### src/rtl/mdu_iter.sv
// Iterative multiply/divide unit holding the HI/LO registers.
// One radix-2 step per cycle over WIDTH cycles, then a sign-fix cycle.
// Operands are reduced to magnitudes at start and the result sign is restored in FIX.

module mdu_iter #(
    parameter int unsigned WIDTH = 32
) (
    input  logic             clk,
    input  logic             rst,
    input  logic             start,
    input  logic [2:0]       op,
    input  logic [WIDTH-1:0] rs,
    input  logic [WIDTH-1:0] rt,
    output logic             busy,
    output logic             done,
    output logic [WIDTH-1:0] hi,
    output logic [WIDTH-1:0] lo
);

    localparam int unsigned CntW = (WIDTH > 1) ? $clog2(WIDTH) : 1;
    localparam logic [CntW-1:0] LastCnt = CntW'(WIDTH - 1);

    localparam logic [2:0] OpMult  = 3'd0;
    localparam logic [2:0] OpMultu = 3'd1;
    localparam logic [2:0] OpDiv   = 3'd2;
    localparam logic [2:0] OpDivu  = 3'd3;
    localparam logic [2:0] OpMthi  = 3'd4;
    localparam logic [2:0] OpMtlo  = 3'd5;

    typedef enum logic [1:0] {
        StIdle,
        StCalc,
        StFix
    } state_e;

    state_e               state_q;
    logic [CntW-1:0]      cnt_q;
    // Multiply: {partial product, remaining multiplier bits}.
    // Divide:   {partial remainder, dividend bits shifting into quotient}.
    logic [2*WIDTH-1:0]   acc_q;
    logic [WIDTH-1:0]     opnd_q;   // multiplicand or divisor magnitude
    logic [WIDTH-1:0]     rs_q;     // raw dividend, returned in HI on divide by zero
    logic                 is_mul_q;
    logic                 neg_q;    // product / quotient negative
    logic                 rneg_q;   // remainder negative (dividend sign)
    logic                 div0_q;
    logic [WIDTH-1:0]     hi_q;
    logic [WIDTH-1:0]     lo_q;
    logic                 busy_q;
    logic                 done_q;

    logic                 is_mul_op;
    logic                 is_div_op;
    logic                 is_signed_op;
    logic                 a_neg;
    logic                 b_neg;
    logic [WIDTH-1:0]     a_mag;
    logic [WIDTH-1:0]     b_mag;
    logic [WIDTH:0]       mul_sum;
    logic [2*WIDTH-1:0]   mul_next;
    logic [WIDTH:0]       div_shift;
    logic [WIDTH:0]       div_diff;
    logic [2*WIDTH-1:0]   div_next;
    logic [2*WIDTH-1:0]   prod_fix;
    logic [WIDTH-1:0]     quo_fix;
    logic [WIDTH-1:0]     rem_fix;

    // Operation decode and operand magnitudes for the start edge.
    always_comb begin
        is_mul_op    = (op == OpMult) || (op == OpMultu);
        is_div_op    = (op == OpDiv) || (op == OpDivu);
        is_signed_op = (op == OpMult) || (op == OpDiv);
        a_neg        = is_signed_op & rs[WIDTH-1];
        b_neg        = is_signed_op & rt[WIDTH-1];
        a_mag        = a_neg ? (~rs + 1'b1) : rs;
        b_mag        = b_neg ? (~rt + 1'b1) : rt;
    end

    // One shift-add and one restoring shift-subtract step, plus the final sign fix.
    always_comb begin
        mul_sum   = {1'b0, acc_q[2*WIDTH-1:WIDTH]} + (acc_q[0] ? {1'b0, opnd_q} : '0);
        mul_next  = {mul_sum, acc_q[WIDTH-1:1]};
        div_shift = {acc_q[2*WIDTH-1:WIDTH], acc_q[WIDTH-1]};
        div_diff  = div_shift - {1'b0, opnd_q};
        // Borrow out means the divisor did not fit: keep the shifted remainder.
        div_next  = div_diff[WIDTH]
                  ? {div_shift[WIDTH-1:0], acc_q[WIDTH-2:0], 1'b0}
                  : {div_diff[WIDTH-1:0], acc_q[WIDTH-2:0], 1'b1};
        prod_fix  = neg_q ? (~acc_q + 1'b1) : acc_q;
        quo_fix   = neg_q ? (~acc_q[WIDTH-1:0] + 1'b1) : acc_q[WIDTH-1:0];
        rem_fix   = rneg_q ? (~acc_q[2*WIDTH-1:WIDTH] + 1'b1) : acc_q[2*WIDTH-1:WIDTH];
    end

    // Control FSM, datapath registers and registered outputs.
    always_ff @(posedge clk) begin
        if (rst) begin
            state_q  <= StIdle;
            cnt_q    <= '0;
            acc_q    <= '0;
            opnd_q   <= '0;
            rs_q     <= '0;
            is_mul_q <= 1'b0;
            neg_q    <= 1'b0;
            rneg_q   <= 1'b0;
            div0_q   <= 1'b0;
            hi_q     <= '0;
            lo_q     <= '0;
            busy_q   <= 1'b0;
            done_q   <= 1'b0;
        end else begin
            done_q <= 1'b0;
            case (state_q)
                StIdle: begin
                    if (start) begin
                        if (is_mul_op || is_div_op) begin
                            state_q  <= StCalc;
                            busy_q   <= 1'b1;
                            cnt_q    <= '0;
                            acc_q    <= {{WIDTH{1'b0}}, (is_mul_op ? b_mag : a_mag)};
                            opnd_q   <= is_mul_op ? a_mag : b_mag;
                            rs_q     <= rs;
                            is_mul_q <= is_mul_op;
                            neg_q    <= a_neg ^ b_neg;
                            rneg_q   <= a_neg;
                            div0_q   <= is_div_op && (rt == '0);
                        end else if (op == OpMthi) begin
                            hi_q <= rs;
                        end else if (op == OpMtlo) begin
                            lo_q <= rs;
                        end
                    end
                end
                StCalc: begin
                    acc_q <= is_mul_q ? mul_next : div_next;
                    cnt_q <= cnt_q + 1'b1;
                    if (cnt_q == LastCnt) begin
                        state_q <= StFix;
                    end
                end
                StFix: begin
                    if (is_mul_q) begin
                        hi_q <= prod_fix[2*WIDTH-1:WIDTH];
                        lo_q <= prod_fix[WIDTH-1:0];
                    end else if (div0_q) begin
                        hi_q <= rs_q;
                        lo_q <= '1;
                    end else begin
                        hi_q <= rem_fix;
                        lo_q <= quo_fix;
                    end
                    done_q  <= 1'b1;
                    busy_q  <= 1'b0;
                    state_q <= StIdle;
                end
                default: begin
                    state_q <= StIdle;
                end
            endcase
        end
    end

    assign busy = busy_q;
    assign done = done_q;
    assign hi   = hi_q;
    assign lo   = lo_q;

endmodule

### config.mk
export PLATFORM = sky130hd
export DESIGN_NAME = mdu_iter
export DESIGN_NICKNAME = d
export VERILOG_FILES = /design/src/rtl/mdu_iter.sv
export SDC_FILE = /design/constraint.sdc
export NUM_CORES = 1
export LEC_CHECK = 0
export ABC_AREA = 0
export ABC_CLOCK_PERIOD_IN_PS = 4880
export CORE_MARGIN = 2
export CORE_UTILIZATION = 40
export CTS_CLUSTER_SIZE = 25
export DETAILED_ROUTE_END_ITERATION = 6
export REMOVE_ABC_BUFFERS = 1
export SLEW_MARGIN = 10
export SYNTH_ARGS = -nofsm -noshare
export SYNTH_HDL_FRONTEND = slang
export SYNTH_SLANG_ARGS = --single-unit
### constraint.sdc
create_clock -name clk -period 4.88 [get_ports clk]
set_input_delay 0.976 -clock clk [delete_from_list [all_inputs] [get_ports clk]]
set_output_delay 0.976 -clock clk [all_outputs]
set_load 0.02 [all_outputs]
==> summary.md, run 1 <==
| Metric | Value |
|---|---|
| Outcome | `finished, final reports clean` |
| Row cnt | `74` |
| PostCTS Resize Cnt | `0` |
| Yosys reg bits | `205` |
| Placed inst area | `18300 µm²` |
| Sw power | `2.16 mW` |
| Logic pwr share | `0.339` |
| Worst path arrival time | `4450 ps` |
| Final Critical Period | `3970 ps` |
| Area of the multi-input gates | `11500 µm²` |
| Worst Skew | `8.60 ps` |
| Maximum fanout along the worst path | `18` |
| HPWL Detailed | `44000 µm` |
| Die ar. | `43100 µm²` |
| Peak supply drop | `0.194 mV` |
| DRT iter0 DRCs | `1596` |
| Filler Cell Count | `4041` |
| Grt met1 use | `0.365` |
| Flop pwr share | `0.320` |
| Root buffer cell | `clkbuf_16` |
| CTS tree | `built` |
| Setup bufs post-CTS | `0` |
| Max cap viols | `0` |
| TritonCTS Buffers | `24` |
| Cell area after synthesis | `16600 µm²` |
| Crit end category | `flop` |
| Clk Latency, worst-skew pair | `540 ps` |
| Static Leak | `6.88 nW` |
| Die W | `208 µm` |
| Core ar. | `40800 µm²` |
| Max Clock Freq | `0.252 GHz` |
| Worst Setup Path Type | `reg -> reg` |
| Post-synth EDFFs | `0` |
| Number of global-route vias before repair | `16100` |
| Clk slew on worst S/H paths | `60 ps` |
| Finished Cell Area | `19200 µm²` |
| Routed length per instance | `20.5 µm` |
| CTS Sinks | `205` |
| GRT Total Usage | `0.264` |
| GPL Wtd Cong | `0.923` |
| Hold_buf cts | `0` |
| Port bufs | `135` |
| Vias | `17000` |
| Hold Path Cell Cnt | `2` |
| Sw Ratio | `0.362` |
| Ports | `136` |
| Largest net degree at the start of global routing | `75` |
| Cell count after synthesis | `2300` |
| Mean area per synthesized cell | `7.21 µm²` |
| Fraction of layout cells with a size suffix above 1 | `0.0628` |
| Longest Clk Path Bufs | `3` |
| Critical path data required time | `5360 ps` |
| Tcrit/Tclk final | `0.814` |
| First drt pass iteration count | `5` |
| Asr flop ratio synth | `0` |
| Starting Density | `0.406` |
| FF/Latch Area | `4110 µm²` |
| Clock Power Share | `0.341` |
| Main synth FF type | `dfxtp_1` |
| Critical path startpoint category | `flop` |
| Worst Reg-to-Reg Cells | `11` |
| Worst-Margin Slew | `1230 ps` |
| Netlist cell types | `79` |
| Slew HR | `0.183` |
| Max Slew Vio Count | `0` |
| Die Height | `208 µm` |
| Internal power | `3.80 mW` |
| DRC violations left | `0` |
| Fin Setup TNS | `0 ps` |
| Htree depth | `1` |
| Warnings, synthesis | `0` |
| RSZ-0062 raised after global routing | `false` |
| Aggregate global routing overflow | `0` |
| Pwr/cell area | `311 nW/µm²` |
| Vias per cell | `5.90` |
| First-pass GRT wire length | `91700 µm` |
| Initial antenna violation count | `1` |
| Final ANT Viol Nets | `0` |
| Sequential share of the synthesized area | `0.248` |
| # setup viols final | `0` |
| Routing usage on met2 | `0.422` |
| Synth-to-Final Area Change | `15.5%` |
| Met3 Use GR | `0.0300` |
| Total wire length | `58900 µm` |
| Antenna diodes | `0` |
| Hold Vio Cnt, Final | `0` |
| Gr busiest metal | `met2` |
| Min-Delay Path Class | `reg -> reg` |
| Nets | `2466` |
cell usage after synthesis, drive strengths merged, types with 17 or more instances:
master / instances / area, µm²
a21o: 19 / 143
dfxtp: 205 / 4100
mux2i: 49 / 490
xor2: 88 / 771
nand4: 17 / 128
o211ai: 79 / 593
a21oi: 253 / 1270
or3: 26 / 163
o21ai: 151 / 759
buf: 29 / 161
o221ai: 34 / 298
xnor2: 116 / 1020
nor2: 221 / 835
nand2: 333 / 1250
o31ai: 38 / 299
inv: 71 / 267
nand3: 29 / 145
clkbuf: 155 / 583
nor3: 64 / 348
a211oi: 49 / 373
ha: 70 / 876
per-layer routing:
layer / part of all wire / vias up
met5: 0.00022 / -
met4: 0.035 / 2
met3: 0.068 / 105
met2: 0.44 / 660
met1: 0.45 / 7963
li1: - / 8234
flip-flops by register name, indices dropped and copies added (netlist names):
register  cells
is_mul_q      1
cnt_q         5
acc_q        64
hi           32
rs_q         32
rneg_q        1
busy          1
div0_q        1
done          1
lo           32
state_q       2
neg_q         1
opnd_q       32
final cells by class:
| cell class | instances | area share |
|---|---|---|
| Clock buffer | 29 | 0.0350 |
| Timing Repair Buffer | 182 | 0.0894 |
| Sequential cell | 205 | 0.215 |
| Tap cell | 532 | 0.0348 |
| Inverter | 72 | 0.0141 |
| Multi-Input combinational cell | 1839 | 0.601 |
| Clock inverter | 15 | 0.0110 |
path summary, 6_finish.rpt:
check             startpoint        end  slack [ps]
setup reg to reg   acc_q[32]  acc_q[36]         910
hold / removal     opnd_q[8]  opnd_q[8]         450
setup / recovery   acc_q[32]  acc_q[36]         910
hold reg to reg    opnd_q[8]  opnd_q[8]         450
cells by family after synthesis:
group                      synth area share
muxes                                0.0323
buffers and inverters                0.0612
adders and majority gates            0.0552
DFF                                   0.248
and+or+nand+nor                       0.215
xor gates and xnor gates              0.108
AOI/OAI and AO/OA                     0.281
per-stage QoR:
step / setup slack (ps) / cells / hold slack (ps) / utilization / total power [mW]
final: 909 / 2874 / 449 / 0.469 / 5.96
after global routing: 607 / 2874 / 472 / 0.469 / 6.24
after CTS: 950 / 2874 / 452 / 0.469 / 5.95
after detailed placement: 702 / 2830 / 444 / 0.448 / 3.92
after global placement: 739 / 2830 / 441 / 0.448 / 3.90
after floorplan: 506 / 2116 / 426 / - / 3.29
worst max-delay path: stages, from the launching register on:
cell and delay [ps]:
dfxtp_1 540, inv_1 210, fa_1 500, nor2b_1 210, o31a_1 240, o211ai_1 230
nand2_1 270, a21oi_1 160, or3_1 680, buf_4 300, o311ai_0 350, a32o_1 220
cells in the final DEF (no fill, tap or decap), drive strengths merged, types with 49 or more instances in the layout:
master         synthesis  layout
o211ai                79      79
nor3                  64      64
xor2                  88      88
o21ai                151     151
inv                   71      73
ha                    70      70
a211oi                49      49
buf                   29      49
mux2i                 49      49
xnor2                116     116
nand2                333     333
dfxtp                205     205
nor2                 221     221
clkdlybuf4s50          0     133
a21oi                253     253
power groups by stage:
stage               clock (mW)  combinational (mW)  sequential (mW)
floorplan                    0                1.37             1.92
global placement             0                1.96             1.94
detailed placement           0                1.98             1.94
CTS                       2.06                1.99             1.90
global route              2.11                2.20             1.92
finish                    2.03                2.02             1.91
(Power assumes the default switching activity.)
==> inputs of run 2 (changes only) <==
--- a/config.mk
+++ b/config.mk
@@ -6,7 +6,7 @@
 export NUM_CORES = 1
 export LEC_CHECK = 0
 export ABC_AREA = 0
-export ABC_CLOCK_PERIOD_IN_PS = 4880
+export ABC_CLOCK_PERIOD_IN_PS = 3500
 export CORE_MARGIN = 2
 export CORE_UTILIZATION = 40
 export CTS_CLUSTER_SIZE = 25
==> constraint.sdc (replaced) <==
create_clock -name clk -period 3.5 [get_ports clk]
set_input_delay 0.7 -clock clk [delete_from_list [all_inputs] [get_ports clk]]
set_output_delay 0.7 -clock clk [all_outputs]
set_load 0.02 [all_outputs]
==> summary.md, run 2 (synthesized netlist as in run 1, its figures left out) <==
| Metric | Value |
|---|---|
| Outcome | `finished, final reports clean (unchanged)` |
| Internal power | `5.45 mW (was 3.80 mW)` |
| Crit end category | `flop (unchanged)` |
| Row cnt | `74 (unchanged)` |
| Antenna diodes | `0 (unchanged)` |
| Final Core Density | `0.501 (was 0.469)` |
| Aggregate global routing overflow | `0 (unchanged)` |
| Sw power | `3.14 mW (was 2.16 mW)` |
| Largest net degree at the start of global routing | `118 (was 75)` |
| Most flops, register | `acc_q (unchanged)` |
| Routing usage on met2 | `0.442 (was 0.422)` |
| Vias per cell | `5.89 (was 5.90)` |
| Starting Density | `0.406 (unchanged)` |
| Clock Power Share | `0.323 (was 0.341)` |
| Clk Latency, worst-skew pair | `550 ps (was 540 ps)` |
| Commonest cells after routing, fill and taps aside | `331 x nand2_1, 252 x a21oi_1, 215 x nor2_1 (was 331 x nand2_1, 253 x a21oi_1, 215 x nor2_1)` |
| Longest Clk Path Bufs | `3 (unchanged)` |
| Hold_buf cts | `0 (unchanged)` |
| First-pass GRT wire length | `97100 µm (was 91700 µm)` |
| Post-route setup slack | `85.9 ps (was 909 ps)` |
| TritonCTS Buffers | `25 (was 24)` |
| Met3 Use GR | `0.0309 (was 0.0300)` |
| Port bufs | `135 (unchanged)` |
| Gr busiest metal | `met2 (unchanged)` |
| Worst Setup Path Type | `reg -> reg (unchanged)` |
| HPWL Detailed | `47000 µm (was 44000 µm)` |
| Critical path data required time | `3950 ps (was 5360 ps)` |
| Die Height | `208 µm (unchanged)` |
| Max Clock Freq | `0.293 GHz (was 0.252 GHz)` |
| DRC violations left | `0 (unchanged)` |
| Vias | `17800 (was 17000)` |
| Synth-to-Final Area Change | `23.4% (was 15.5%)` |
| Tcrit/Tclk final | `0.975 (was 0.814)` |
| Nets | `2620 (was 2466)` |
| Ports | `136 (unchanged)` |
| Root buffer cell | `clkbuf_16 (unchanged)` |
| Htree depth | `1 (unchanged)` |
| Final ANT Viol Nets | `0 (unchanged)` |
| Most common cell after layout, fill and taps aside | `nand2_1 (unchanged)` |
| Die W | `208 µm (unchanged)` |
| Routed length per instance | `20.6 µm (was 20.5 µm)` |
| Max reg flops | `64 (unchanged)` |
| Pwr/cell area | `420 nW/µm² (was 311 nW/µm²)` |
| # setup viols final | `0 (unchanged)` |
| Flop pwr share | `0.304 (was 0.320)` |
| RSZ-0062 raised after global routing | `true (was false)` |
| Grt met1 use | `0.390 (was 0.365)` |
| Core ar. | `40800 µm² (unchanged)` |
| Worst path arrival time | `3860 ps (was 4450 ps)` |
| Static Leak | `7.67 nW (was 6.88 nW)` |
| Crit path cell chain | `and2_1 -> ha_1 -> inv_1 -> fa_1 -> nor2b_2 -> o31a_1 -> o31ai_1 -> buf_4 -> o31a_1 -> a31oi_4 -> a41o_1 -> a31oi_4 -> buf_4 -> o211ai_1 -> nand2_1 -> a311oi_1 (was inv_1 -> fa_1 -> nor2b_1 -> o31a_1 -> o211ai_1 -> nand2_1 -> a21oi_1 -> or3_1 -> buf_4 -> o311ai_0 -> a32o_1)` |
| DRT iter0 DRCs | `1855 (was 1596)` |
| Worst-Margin Slew | `998 ps (was 1230 ps)` |
| Fraction of layout cells with a size suffix above 1 | `0.125 (was 0.0628)` |
| CTS tree | `built (unchanged)` |
| Peak supply drop | `0.328 mV (was 0.194 mV)` |
| Fin Setup TNS | `0 ps (unchanged)` |
| Initial antenna violation count | `0 (was 1)` |
| First drt pass iteration count | `6 (was 5)` |
| Logic pwr share | `0.373 (was 0.339)` |
| Total wire length | `62400 µm (was 58900 µm)` |
| Filler Cell Count | `4011 (was 4041)` |
| Hold Vio Cnt, Final | `0 (unchanged)` |
| Finished Layout Cells | `3028 (was 2874)` |
| Final Critical Period | `3410 ps (was 3970 ps)` |
| Min-Delay Path Class | `reg -> reg (unchanged)` |
| Number of global-route vias before repair | `17000 (was 16100)` |
| Sw Ratio | `0.365 (was 0.362)` |
| Placed insts | `2981 (was 2830)` |
| Max cap viols | `0 (unchanged)` |
| Slew HR | `0.329 (was 0.183)` |
| Pre-CTS setup slack | `-162 ps (was 702 ps)` |
| Clk slew on worst S/H paths | `70 ps (was 60 ps)` |
| Max Slew Vio Count | `0 (unchanged)` |
| Worst Skew | `13.2 ps (was 8.60 ps)` |
| Die ar. | `43100 µm² (unchanged)` |
| GRT Total Usage | `0.279 (was 0.264)` |
| Slowest CP cell | `fa_1 (was or3_1)` |
| CP max stage delay | `420 ps (was 680 ps)` |
| Maximum fanout along the worst path | `4 (was 18)` |
| GPL Wtd Cong | `0.970 (was 0.923)` |
| CTS Sinks | `205 (unchanged)` |
| Critical path startpoint category | `flop (unchanged)` |
## run 2: changes by cell type in the layout (fill, tap and decap cells not counted), sizes merged
cell / delta
buf: +153
clkbuf: +3
clkinvlp: +2
inv: -2
bufinv: -1
clkinv: -1
## run 2: through the flow
| stage | power, mW | hold slack (ps) | cell area (µm²) |
|---|---|---|---|
| detailed placement | 5.77 | 443 | 19500 |
| finish | 8.59 | 447 | 20500 |
| floorplan | 4.59 | 426 | 15800 |
| global placement | 5.74 | 440 | 19500 |
| global route | 9.01 | 463 | 20500 |
| CTS | 8.55 | 451 | 20400 |
## run 2: final cells by class
cell class	instances	area (µm²)	share of cell area
Tap cell	532	666	0.0325
Clock inverter	13	173	0.00844
Clock buffer	32	682	0.0333
Timing Repair Buffer	335	2950	0.144
Sequential cell	205	4110	0.201
Inverter	72	270	0.0132
Multi-Input combinational cell	1839	11600	0.567
## run 2: worst paths after layout
path              startpoint        end  slack [ps]  depth (start not counted)
setup / recovery    acc_q[0]  acc_q[63]          90                         16
hold / removal     opnd_q[7]  opnd_q[7]         450                          2
setup reg to reg    acc_q[0]  acc_q[63]          90                         16
hold reg to reg    opnd_q[7]  opnd_q[7]         450                          2
## run 2: critical path: cells and delay by family (launching register included)
family / cells / cell delay (ps)
AO/OA/AOI/OAI: 8 / 1620
adder cells (fa/ha/maj): 2 / 590
AND/OR/NAND/NOR: 3 / 380
flip-flops: 1 / 360
buffers and inverters: 3 / 350
## run 2: power groups by stage
stage | Combinational [mW] | Sequential [mW] | Clock [mW]
final | 3.21 | 2.61 | 2.77
after global routing | 3.48 | 2.63 | 2.90
after detailed placement | 3.11 | 2.66 | 0
after floorplan | 1.91 | 2.68 | 0
after global placement | 3.09 | 2.65 | 0
after CTS | 3.14 | 2.61 | 2.81
## run 2: layer usage
| layer | wire length (µm) | share of wire |
|---|---|---|
| met1 | 28000 | 0.45 |
| met2 | 27700 | 0.44 |
| met3 | 4540 | 0.073 |
| met4 | 2260 | 0.036 |
| met5 | 0 | 0 |
## run 2: repair_timing
item                       4_1_cts  5_1_grt
pin swaps                        0        6
setup endpoints to repair        1       26
gates resized for setup          1       22
gates cloned                     0        0
buffers inserted                 0        2
==> inputs of run 3 (changes only) <==
--- a/config.mk
+++ b/config.mk
@@ -5,7 +5,7 @@
 export SDC_FILE = /design/constraint.sdc
 export NUM_CORES = 1
 export LEC_CHECK = 0
-export ABC_AREA = 0
+export ABC_AREA = 1
 export ABC_CLOCK_PERIOD_IN_PS = 3500
 export CORE_MARGIN = 2
 export CORE_UTILIZATION = 40
==> summary.md, run 3 <==
| Metric | Value |
|---|---|
| Root buffer cell | `clkbuf_16 (unchanged)` |
| CP startpoint | `acc_q[0] (unchanged)` |
| Vias | `24700 (was 17800)` |
| Netlist cell types | `52 (was 79)` |
| Max Slew Vio Count | `0 (unchanged)` |
| Max Clock Freq | `0.328 GHz (was 0.293 GHz)` |
| Slew HR | `0.280 (was 0.329)` |
| Worst Setup Path Type | `reg -> reg (unchanged)` |
| Starting Density | `0.406 (about the same)` |
| Cell count after synthesis | `3581 (was 2300)` |
| Total wire length | `99200 µm (was 62400 µm)` |
| Setup crit end | `acc_q[40] (was acc_q[63])` |
| Commonest cells after routing, fill and taps aside | `974 x nand2_1, 489 x inv_1, 402 x nor2_1 (was 331 x nand2_1, 252 x a21oi_1, 215 x nor2_1)` |
| First drt pass iteration count | `6 (unchanged)` |
| Peak supply drop | `0.944 mV (was 0.328 mV)` |
| Min-Delay Path Class | `reg -> reg (unchanged)` |
| Placed insts | `4328 (was 2981)` |
| Critical R2R Capture | `acc_q[40] (was acc_q[63])` |
| Nets | `3835 (was 2620)` |
| GRT Total Usage | `0.380 (was 0.279)` |
| Critical path data required time | `4030 ps (was 3950 ps)` |
| Main synth FF type | `dfxtp_1 (unchanged)` |
| Final Critical Period | `3040 ps (was 3410 ps)` |
| Placed inst area | `22300 µm² (was 19500 µm²)` |
| Largest net degree at the start of global routing | `94 (was 118)` |
| Most flops, register | `acc_q (unchanged)` |
| Clk Latency, worst-skew pair | `600 ps (was 550 ps)` |
| Tcrit/Tclk final | `0.870 (was 0.975)` |
| Warnings, synthesis | `0 (unchanged)` |
| Worst-Margin Slew | `1070 ps (was 998 ps)` |
| Top cell type's share of synthesized area | `0.206 (was 0.248)` |
| Final Core Density | `0.473 (was 0.501)` |
| Cell area after synthesis | `19900 µm² (was 16600 µm²)` |
| Routed length per instance | `22.7 µm (was 20.6 µm)` |
| Setup bufs post-CTS | `0 (unchanged)` |
| Fin Setup TNS | `0 ps (unchanged)` |
| Pwr/cell area | `1010 nW/µm² (was 420 nW/µm²)` |
| TritonCTS Buffers | `27 (was 25)` |
| Post-synth EDFFs | `0 (unchanged)` |
| Vias per cell | `5.65 (was 5.89)` |
| Max cap viols | `0 (unchanged)` |
| Initial antenna violation count | `1 (was 0)` |
| Total power | `23.4 mW (was 8.59 mW)` |
| Worst Reg-to-Reg Cells | `16 (unchanged)` |
| Mean area per synthesized cell | `5.55 µm² (was 7.21 µm²)` |
| Max reg flops | `64 (unchanged)` |
| Longest Clk Path Bufs | `3 (unchanged)` |
| DRC violations left | `0 (unchanged)` |
| Core ar. | `49000 µm² (was 40800 µm²)` |
| Static Leak | `11.0 nW (was 7.67 nW)` |
| PostCTS Resize Cnt | `0 (was 1)` |
| Hold_buf cts | `0 (unchanged)` |
| Hold Vio Cnt, Final | `0 (unchanged)` |
| Fraction of layout cells with a size suffix above 1 | `0.0566 (was 0.125)` |
| R2r setup slk | `460 ps (was 90 ps)` |
| Worst Skew | `18.1 ps (was 13.2 ps)` |
| Main area contributors after synthesis | `dfxtp_1 21%, nand2_1 18%, inv_1 9.3% (was dfxtp_1 25%, a21oi_1 7.6%, nand2_1 7.5%)` |
| Finished Cell Area | `23200 µm² (was 20500 µm²)` |
| FF-to-FF Start | `acc_q[0] (unchanged)` |
| Htree depth | `1 (unchanged)` |
| Clk slew on worst S/H paths | `70 ps (about the same)` |
| Antenna diodes | `0 (unchanged)` |
| CTS tree | `built (unchanged)` |
| # setup viols final | `0 (unchanged)` |
| HPWL Detailed | `77800 µm (was 47000 µm)` |
| Ports | `136 (unchanged)` |
| Worst path arrival time | `3570 ps (was 3860 ps)` |
| Yosys reg bits | `205 (unchanged)` |
| Die Height | `227 µm (was 208 µm)` |
| Critical path startpoint category | `flop (unchanged)` |
| CTS Sinks | `205 (unchanged)` |
| Number of global-route vias before repair | `22000 (was 17000)` |
| Port bufs | `135 (unchanged)` |
| Count leader, synth | `nand2_1 (unchanged)` |
| Outcome | `finished, final reports clean (unchanged)` |
| GPL Wtd Cong | `1.04 (was 0.970)` |
| Pre-CTS setup slack | `389 ps (was -162 ps)` |
| Asr flop ratio synth | `0 (unchanged)` |
| Yosys top cell by area | `dfxtp_1 (unchanged)` |
| Synth cell count leaders | `974 x nand2_1, 491 x inv_1, 406 x nor2_1, 315 x o21ai_0, 294 x a21oi_1 (was 331 x nand2_1, 253 x a21oi_1, 219 x nor2_1, 205 x dfxtp_1, 154 x clkbuf_1)` |
| Finished Layout Cells | `4374 (was 3028)` |
| Sequential share of the synthesized area | `0.206 (was 0.248)` |
| Die W | `227 µm (was 208 µm)` |
| Aggregate global routing overflow | `0 (unchanged)` |
| Fin Hold WS | `469 ps (was 447 ps)` |
| Filler Cell Count | `5431 (was 4011)` |
| Maximum fanout along the worst path | `35 (was 4)` |
| DRT iter0 DRCs | `3306 (was 1855)` |
| Row cnt | `81 (was 74)` |
| Synth-to-Final Area Change | `16.5% (was 23.4%)` |
| First-pass GRT wire length | `144000 µm (was 97100 µm)` |
| Die ar. | `51500 µm² (was 43100 µm²)` |
| Post-route setup slack | `455 ps (was 85.9 ps)` |
| Most common cell after layout, fill and taps aside | `nand2_1 (unchanged)` |
| RSZ-0062 raised after global routing | `false (was true)` |
| Final ANT Viol Nets | `0 (unchanged)` |
| Crit end category | `flop (unchanged)` |
-- run 3: cell count changes in the layout (fill, tap and decap cells not counted), moves of 27 or more --
cell      before  now
nor2_1       215  402
nand2_1      331  974
inv_1         69  489
o211ai_1      79   28
a21oi_1      252  294
buf_4        191   95
mux2i_1       49    0
o31ai_1       37    7
a211oi_1      45    1
o21ai_0      140  315
xnor2_1      116    9
nand4_1       15   42
nand3_1       29  282
-- run 3: how the worst min path moves through the flow --
stage | startpoint | end | slack [ps] | cells past startpoint
2_1_floorplan | cnt_q[4] | cnt_q[4] | 440 | 2
3_3_place_gp | rs_q[9] | rs_q[9] | 460 | 2
3_5_place_dp | cnt_q[4] | cnt_q[4] | 460 | 2
4_1_cts | cnt_q[4] | cnt_q[4] | 470 | 2
5_1_grt | cnt_q[4] | cnt_q[4] | 490 | 2
6_report | cnt_q[4] | cnt_q[4] | 470 | 2
-- run 3: critical path, cell delays in order, from the launching register on --
cell and delay [ps]:
dfxtp_1 370, buf_12 220, nand2_1 80, inv_1 140, ha_1 310, a21oi_1 220, o21ai_0 150, buf_4 180
nand2_1 50, nand2_1 140, nand2_1 90, nand2_1 110, nand2_1 90, inv_1 30, o21ai_0 480, nand3_1 140
a21oi_1 150
-- run 3: layout make-up --
| class | instances | area (µm²) | area share |
|---|---|---|---|
| clock buffer | 38 | 777 | 0.0336 |
| multi-input combinational | 2713 | 13200 | 0.571 |
| timing repair buffer | 238 | 2220 | 0.0959 |
| sequential | 205 | 4110 | 0.177 |
| tap | 664 | 831 | 0.0359 |
| inverter | 508 | 1910 | 0.0824 |
| clock inverter | 8 | 87.6 | 0.00378 |
-- run 3: power by group --
part | internal (mW) | switching, mW | leakage, nW
logic | 5.18 | 12.1 | 8.95
clock network | 1.61 | 1.24 | 0.418
registers | 2.73 | 0.454 | 1.67
total | 9.53 | 13.8 | 11.0
-- run 3: kinds of logic after synthesis --
kind of cell               count (synthesis)  synth area share
buffers and inverters                    663             0.129
xor gates and xnor gates                  78            0.0344
and+or+nand+nor                         1821             0.384
AOI/OAI and AO/OA                        742             0.200
adders and majority gates                 72            0.0461
DFF                                      205             0.206
-- run 3: layer usage --
metal / global-route usage / routed length, µm / vias up
li1: - / - / 11800
met1: 0.557 / 44100 / 11300
met2: 0.527 / 38400 / 1443
met3: 0.0945 / 12200 / 192
met4: 0.144 / 4500 / 2
met5: 0 / 13 / -
